## config.mk

```make
export PLATFORM = sky130hd
export DESIGN_NAME = aurora_frame_check
export DESIGN_NICKNAME = d
export VERILOG_FILES = /design/src/rtl/aurora_frame_check.sv
export SDC_FILE = /design/constraint.sdc
export NUM_CORES = 1
export LEC_CHECK = 0
export ABC_AREA = 1
export BUFFER_PORTS_ARGS = -buffer_cell sky130_fd_sc_hd__buf_2
export CAP_MARGIN = 20
export CORE_ASPECT_RATIO = 1.25
export CORE_MARGIN = 8
export CORE_UTILIZATION = 50
export DETAILED_ROUTE_END_ITERATION = 8
export GPL_TIMING_DRIVEN = 0
export PLACE_DENSITY = 0.74
export SKIP_CTS_REPAIR_TIMING = 1
export SLEW_MARGIN = 5
export SYNTH_ARGS = -nofsm -noshare
export SYNTH_HDL_FRONTEND = slang
export SYNTH_SLANG_ARGS = --single-unit
```

## constraint.sdc

```tcl
create_clock -name USER_CLK -period 2.6 [get_ports USER_CLK]
set_input_delay 0 -clock USER_CLK [delete_from_list [all_inputs] [get_ports USER_CLK]]
set_output_delay 0 -clock USER_CLK [all_outputs]
set_load 0.005 [all_outputs]
```

## src/rtl/aurora_frame_check.sv

```systemverilog
// rtl/aurora_frame_check.sv - Aurora RX frame checker: header, tkeep and LFSR payload checks.
// Optional header sequence checking is enabled by defining FRAME_CHECK_SEQ_EN.
module aurora_frame_check #(
    parameter logic [7:0]  HDR_TAG   = 8'hA5,
    parameter logic [31:0] LFSR_SEED = 32'h0000_0001
) (
    input  logic        USER_CLK,
    input  logic        RESET,
    input  logic        CHANNEL_UP,
    input  logic [0:31] RX_D,
    input  logic        RX_TVALID,
    input  logic [0:3]  RX_TKEEP,
    input  logic        RX_TLAST,
    output logic        DATA_ERR,
    output logic        FRAME_ERR,
    output logic [0:7]  ERR_COUNT,
    output logic [15:0] FRAME_COUNT,
    output logic        CHECK_ACTIVE
);
    localparam logic [0:0]  ST_IDLE    = 1'b0;
    localparam logic [0:0]  ST_PAYLOAD = 1'b1;
    // x^22 + x^2 + x + 1 feedback taps of x^32+x^22+x^2+x+1
    localparam logic [31:0] LFSR_TAPS  = 32'h0040_0007;

    logic [0:0]  state;
    logic [31:0] lfsr;
    logic [31:0] lfsr_next;
    logic [31:0] rx_word;
    logic [31:0] keep_mask;
    logic [7:0]  err_cnt;
    logic [15:0] frame_cnt;
    logic        data_err_q;
    logic        frame_err_q;
    logic        beat;
    logic        hdr_err;
    logic        keep_err;
    logic        data_mis;
    logic        seq_err;
    logic        data_err_d;
    logic        frame_err_d;
    logic [8:0]  err_sum;

    // RX_D[0] lands in rx_word[31], so byte 0 is the most significant byte
    assign rx_word   = RX_D;
    assign beat      = RX_TVALID & CHANNEL_UP;
    assign lfsr_next = {lfsr[30:0], 1'b0} ^ (lfsr[31] ? LFSR_TAPS : 32'h0);
    assign keep_mask = {{8{RX_TKEEP[0]}}, {8{RX_TKEEP[1]}}, {8{RX_TKEEP[2]}}, {8{RX_TKEEP[3]}}};
    assign data_mis  = |((rx_word ^ lfsr) & keep_mask);

`ifdef FRAME_CHECK_SEQ_EN
    logic [15:0] exp_seq;

    assign seq_err = (rx_word[15:0] != exp_seq);

    // Resynchronise to the received sequence so one lost frame costs one error
    always_ff @(posedge USER_CLK or posedge RESET) begin
        if (RESET) begin
            exp_seq <= 16'h0000;
        end else if (!CHANNEL_UP) begin
            exp_seq <= 16'h0000;
        end else if (beat && state == ST_IDLE) begin
            exp_seq <= rx_word[15:0] + 16'h0001;
        end
    end
`else
    logic unused_seq;

    assign unused_seq = ^rx_word[15:0];
    assign seq_err    = 1'b0;
`endif

    assign hdr_err = (rx_word[31:24] != HDR_TAG) || (rx_word[23:16] != 8'h00) ||
                     (RX_TKEEP != 4'hF) || RX_TLAST || seq_err;

    always_comb begin
        keep_err = 1'b0;
        if (RX_TLAST) begin
            keep_err = !((RX_TKEEP == 4'h8) || (RX_TKEEP == 4'hC) ||
                         (RX_TKEEP == 4'hE) || (RX_TKEEP == 4'hF));
        end else begin
            keep_err = (RX_TKEEP != 4'hF);
        end
    end

    always_comb begin
        data_err_d  = 1'b0;
        frame_err_d = 1'b0;
        if (beat) begin
            if (state == ST_IDLE) begin
                frame_err_d = hdr_err;
            end else begin
                frame_err_d = keep_err;
                data_err_d  = data_mis;
            end
        end
        err_sum = {1'b0, err_cnt} + {8'h00, data_err_d} + {8'h00, frame_err_d};
    end

    always_ff @(posedge USER_CLK or posedge RESET) begin
        if (RESET) begin
            state       <= ST_IDLE;
            lfsr        <= LFSR_SEED;
            err_cnt     <= 8'h00;
            frame_cnt   <= 16'h0000;
            data_err_q  <= 1'b0;
            frame_err_q <= 1'b0;
        end else begin
            data_err_q  <= data_err_d;
            frame_err_q <= frame_err_d;
            err_cnt     <= err_sum[8] ? 8'hFF : err_sum[7:0];
            // A dropped channel abandons the frame silently; counters hold
            if (!CHANNEL_UP) begin
                state <= ST_IDLE;
                lfsr  <= LFSR_SEED;
            end else if (beat) begin
                if (state == ST_IDLE) begin
                    if (!RX_TLAST) begin
                        state <= ST_PAYLOAD;
                    end
                end else begin
                    lfsr <= lfsr_next;
                    if (RX_TLAST) begin
                        state     <= ST_IDLE;
                        frame_cnt <= frame_cnt + 16'h0001;
                    end
                end
            end
        end
    end

    assign DATA_ERR     = data_err_q;
    assign FRAME_ERR    = frame_err_q;
    assign ERR_COUNT    = err_cnt;
    assign FRAME_COUNT  = frame_cnt;
    assign CHECK_ACTIVE = (state == ST_PAYLOAD);

endmodule

```

==> flow_summary.toml <==
[outcome]
status = "complete, no violations"

[global_route]
grt_usage_pct = 16.9
antenna_found_initial = 0
gr-total-overflow = 0
grt_pass1_wl_mm = 12.6
grt_pass1_vias = 2872
grt_max_degree = 32

[setup_path]
start_kind = "flop"
cp_common_cell = "nand2_1"
critPathMaxFanout = 7
cp-end-kind = "flop"
worstPathCellList = "inv_1 -> nand2_1 -> nand3_1 -> nand2_1 -> nor2_1 -> nand2_1 -> nor2_1 -> nand2_1 -> nand2_1 -> fa_1 -> inv_1 -> ha_1 -> nand2_1 -> inv_1 -> nand3_2 -> o21ai_0"
crit_buf_inv = 3
cp_data_required_time_ns = 2.84
worstSetupPathType = "flop to flop"
crit_slowest_cell = "dfstp_2"
cp.arrival_ns = 2.57
critPathMaxStageDelay_ns = 0.55
cp_top_family = "simple AND/OR/NAND/NOR gates"

[drt]
vias_per_cell = 4.98
ant_nets = 0
drc = 0
wl_mm = 7.57
routedWlPerCell_um = 13.1
first_pass_iters = 4
drt_iter0_drc = 124
dr_total_vias = 2886

[layout]
drive_gt1_share_pct = 21.5
num_antenna_cells = 0
num-fill-cells = 571
final_common_cell = "nand2_1"
areaGrowthSynthToFinish_pct = 21.2
final_cell_area_sq_mm = 0.00387
final_cell_mix = "109 x nand2_1, 75 x inv_1, 64 x buf_2"
layout.nets = 533

[synthesis]
synthCells = 411
synthDistinctLibCells = 31
synth_area_sq_mm = 0.00320
syn_nets = 455
synth_seq_cells = 59
yosysWarnings = 0
avgSynthCellArea_sq_um = 7.78
synth-seq-area-share_pct = 46.2

[cts]
cts_sinks = 59
clk_latency_ns = 0.33
cts_tree = "yes"
clk_path_buf_depth = 2
cts-htree-levels = 3
clock-root-buffer = "clkbuf_8"
cts_buffers = 9
clk_pin_slew_ns = 0.06

[placement]
gp_congestion = 0.807
io_buffers = 63
place_area_sq_mm = 0.00364
hpwl_mm = 5.66

[timing]
period_share_pct = 89.5
drv_slew = 0
slew_headroom_pct = 57.7
setup_viol = 0
tightest_slew_ns = 0.634
fin_crit_ns = 2.33
hold_viol_final = 0
rsz0062_at_grt = "no"
fin_worst_skew_ns = 0.00777
finalSetupTns_ns = 0
fmax_ghz = 0.430

[pwr]
powerDensity_mw_per_mm2 = 576
p_leak_nw = 2.06
finalPower_mw = 2.23
vdd_ir_drop_max_mv = 0.415

[min_path]
worstHoldPathType = "primary input to flop"

[flow_run]
drv_cap = 0

[floorplan]
die_w_um = 87.5
fp.dieH_um = 105
core_area_sq_mm = 0.00617
initial_core_util_pct = 51.9
io_pins = 68
row_count = 32
dieArea_sq_mm = 0.00923
==> worst paths after layout <==
| kind | to | from | slack, ns | cells past startpoint |
|---|---|---|---|---|
| setup / recovery | ERR_COUNT[5]$_DFF_PP0_ | lfsr[0]$_DFFE_PP1P_ | 0.27 | 16 |
| hold / removal | FRAME_COUNT[0]$_DFFE_PP0P_ | RX_TLAST | 0.08 | 3 |
| setup reg to reg | ERR_COUNT[5]$_DFF_PP0_ | lfsr[0]$_DFFE_PP1P_ | 0.27 | 16 |
| hold reg to reg | FRAME_COUNT[15]$_DFFE_PP0P_ | FRAME_COUNT[15]$_DFFE_PP0P_ | 0.48 | 1 |
| max in group asynchronous | lfsr[31]$_DFFE_PP0P_ | RESET | 1.68 | 4 |
| min in group asynchronous | FRAME_COUNT[12]$_DFFE_PP0P_ | RESET | 0.32 | 3 |
==> cell families after synthesis <==
family                   Yosys count  share of synthesized area [%]
AND/OR/NAND/NOR                  200                           29.0
buffers and inverters             89                           10.6
XOR/XNOR                          17                           4.66
flip-flops                        59                           46.2
AO/OA/AOI/OAI                     43                           8.18
adder cells (fa/ha/maj)            3                           1.41
==> layout make-up <==
class | count | area [sq um] | area share (%)
Clock inverter | 6 | 55.1 | 1.42
Sequential cell | 59 | 1480 | 38.2
Timing Repair Buffer | 68 | 375 | 9.69
Inverter | 78 | 295 | 7.62
Buffer | 10 | 38.8 | 1.00
Multi-Input combinational cell | 263 | 1390 | 35.8
Tap cell | 85 | 106 | 2.74
Clock buffer | 10 | 138 | 3.55
==> synth_stat cells, drive strengths merged <==
library cell	n	area, sq um
dfstp	1	26.3
nand4	3	18.8
ha	2	25.0
a21oi	3	15.0
nand3b	2	15.0
a211oi	2	15.0
fa	1	20.0
xnor2	10	87.6
nor4	1	6.26
o21ai	6	30.0
nand2	113	449
nand3	43	225
nor2	26	128
buf	2	8.75
xor2	7	61.3
inv	78	295
dfrtp	58	1450
o22ai	31	194
a22oi	1	7.51
or2	7	43.8
clkbuf	9	33.8
nor3	5	41.3
==> registers in the layout (all words and copies together), names as in the netlist <==
signal,count
ERR_COUNT,8
CHECK_ACTIVE,1
FRAME_COUNT,16
DATA_ERR,1
lfsr,32
FRAME_ERR,1
==> through the flow <==
step                instances  utilization (%)  worst slack (ns)  hold slack, ns
floorplan                 411                -             0.481          0.0891
global placement          559             58.7            0.0870           0.246
detailed placement        560             59.0            0.0700           0.129
CTS                       576             62.2            0.0441          -0.233
global route              579             62.8            0.0712          0.0675
finish                    579             62.8             0.273          0.0775
==> worst min-delay path, stage by stage <==
cell and delay (ns):
buf_2 0.15, nand2_4 0.14, xnor2_1 0.07
==> metal layers <==
layer | routed length (um) | share of wire [%] | up-vias | global-route usage [%]
met5 | 0 | 0 | - | 0
met4 | 115 | 1.5 | 0 | 5.80
met3 | 509 | 6.7 | 11 | 6.37
met2 | 3870 | 51 | 64 | 29.1
met1 | 3070 | 41 | 1360 | 18.5
li1 | - | - | 1451 | -
==> report_power, final <==
| group | switching, mW | internal [mW] |
|---|---|---|
| clock network | 0.353 | 0.460 |
| logic | 0.202 | 0.163 |
| registers | 0.0668 | 0.989 |
| total | 0.622 | 1.61 |
(Power assumes the default switching activity.)
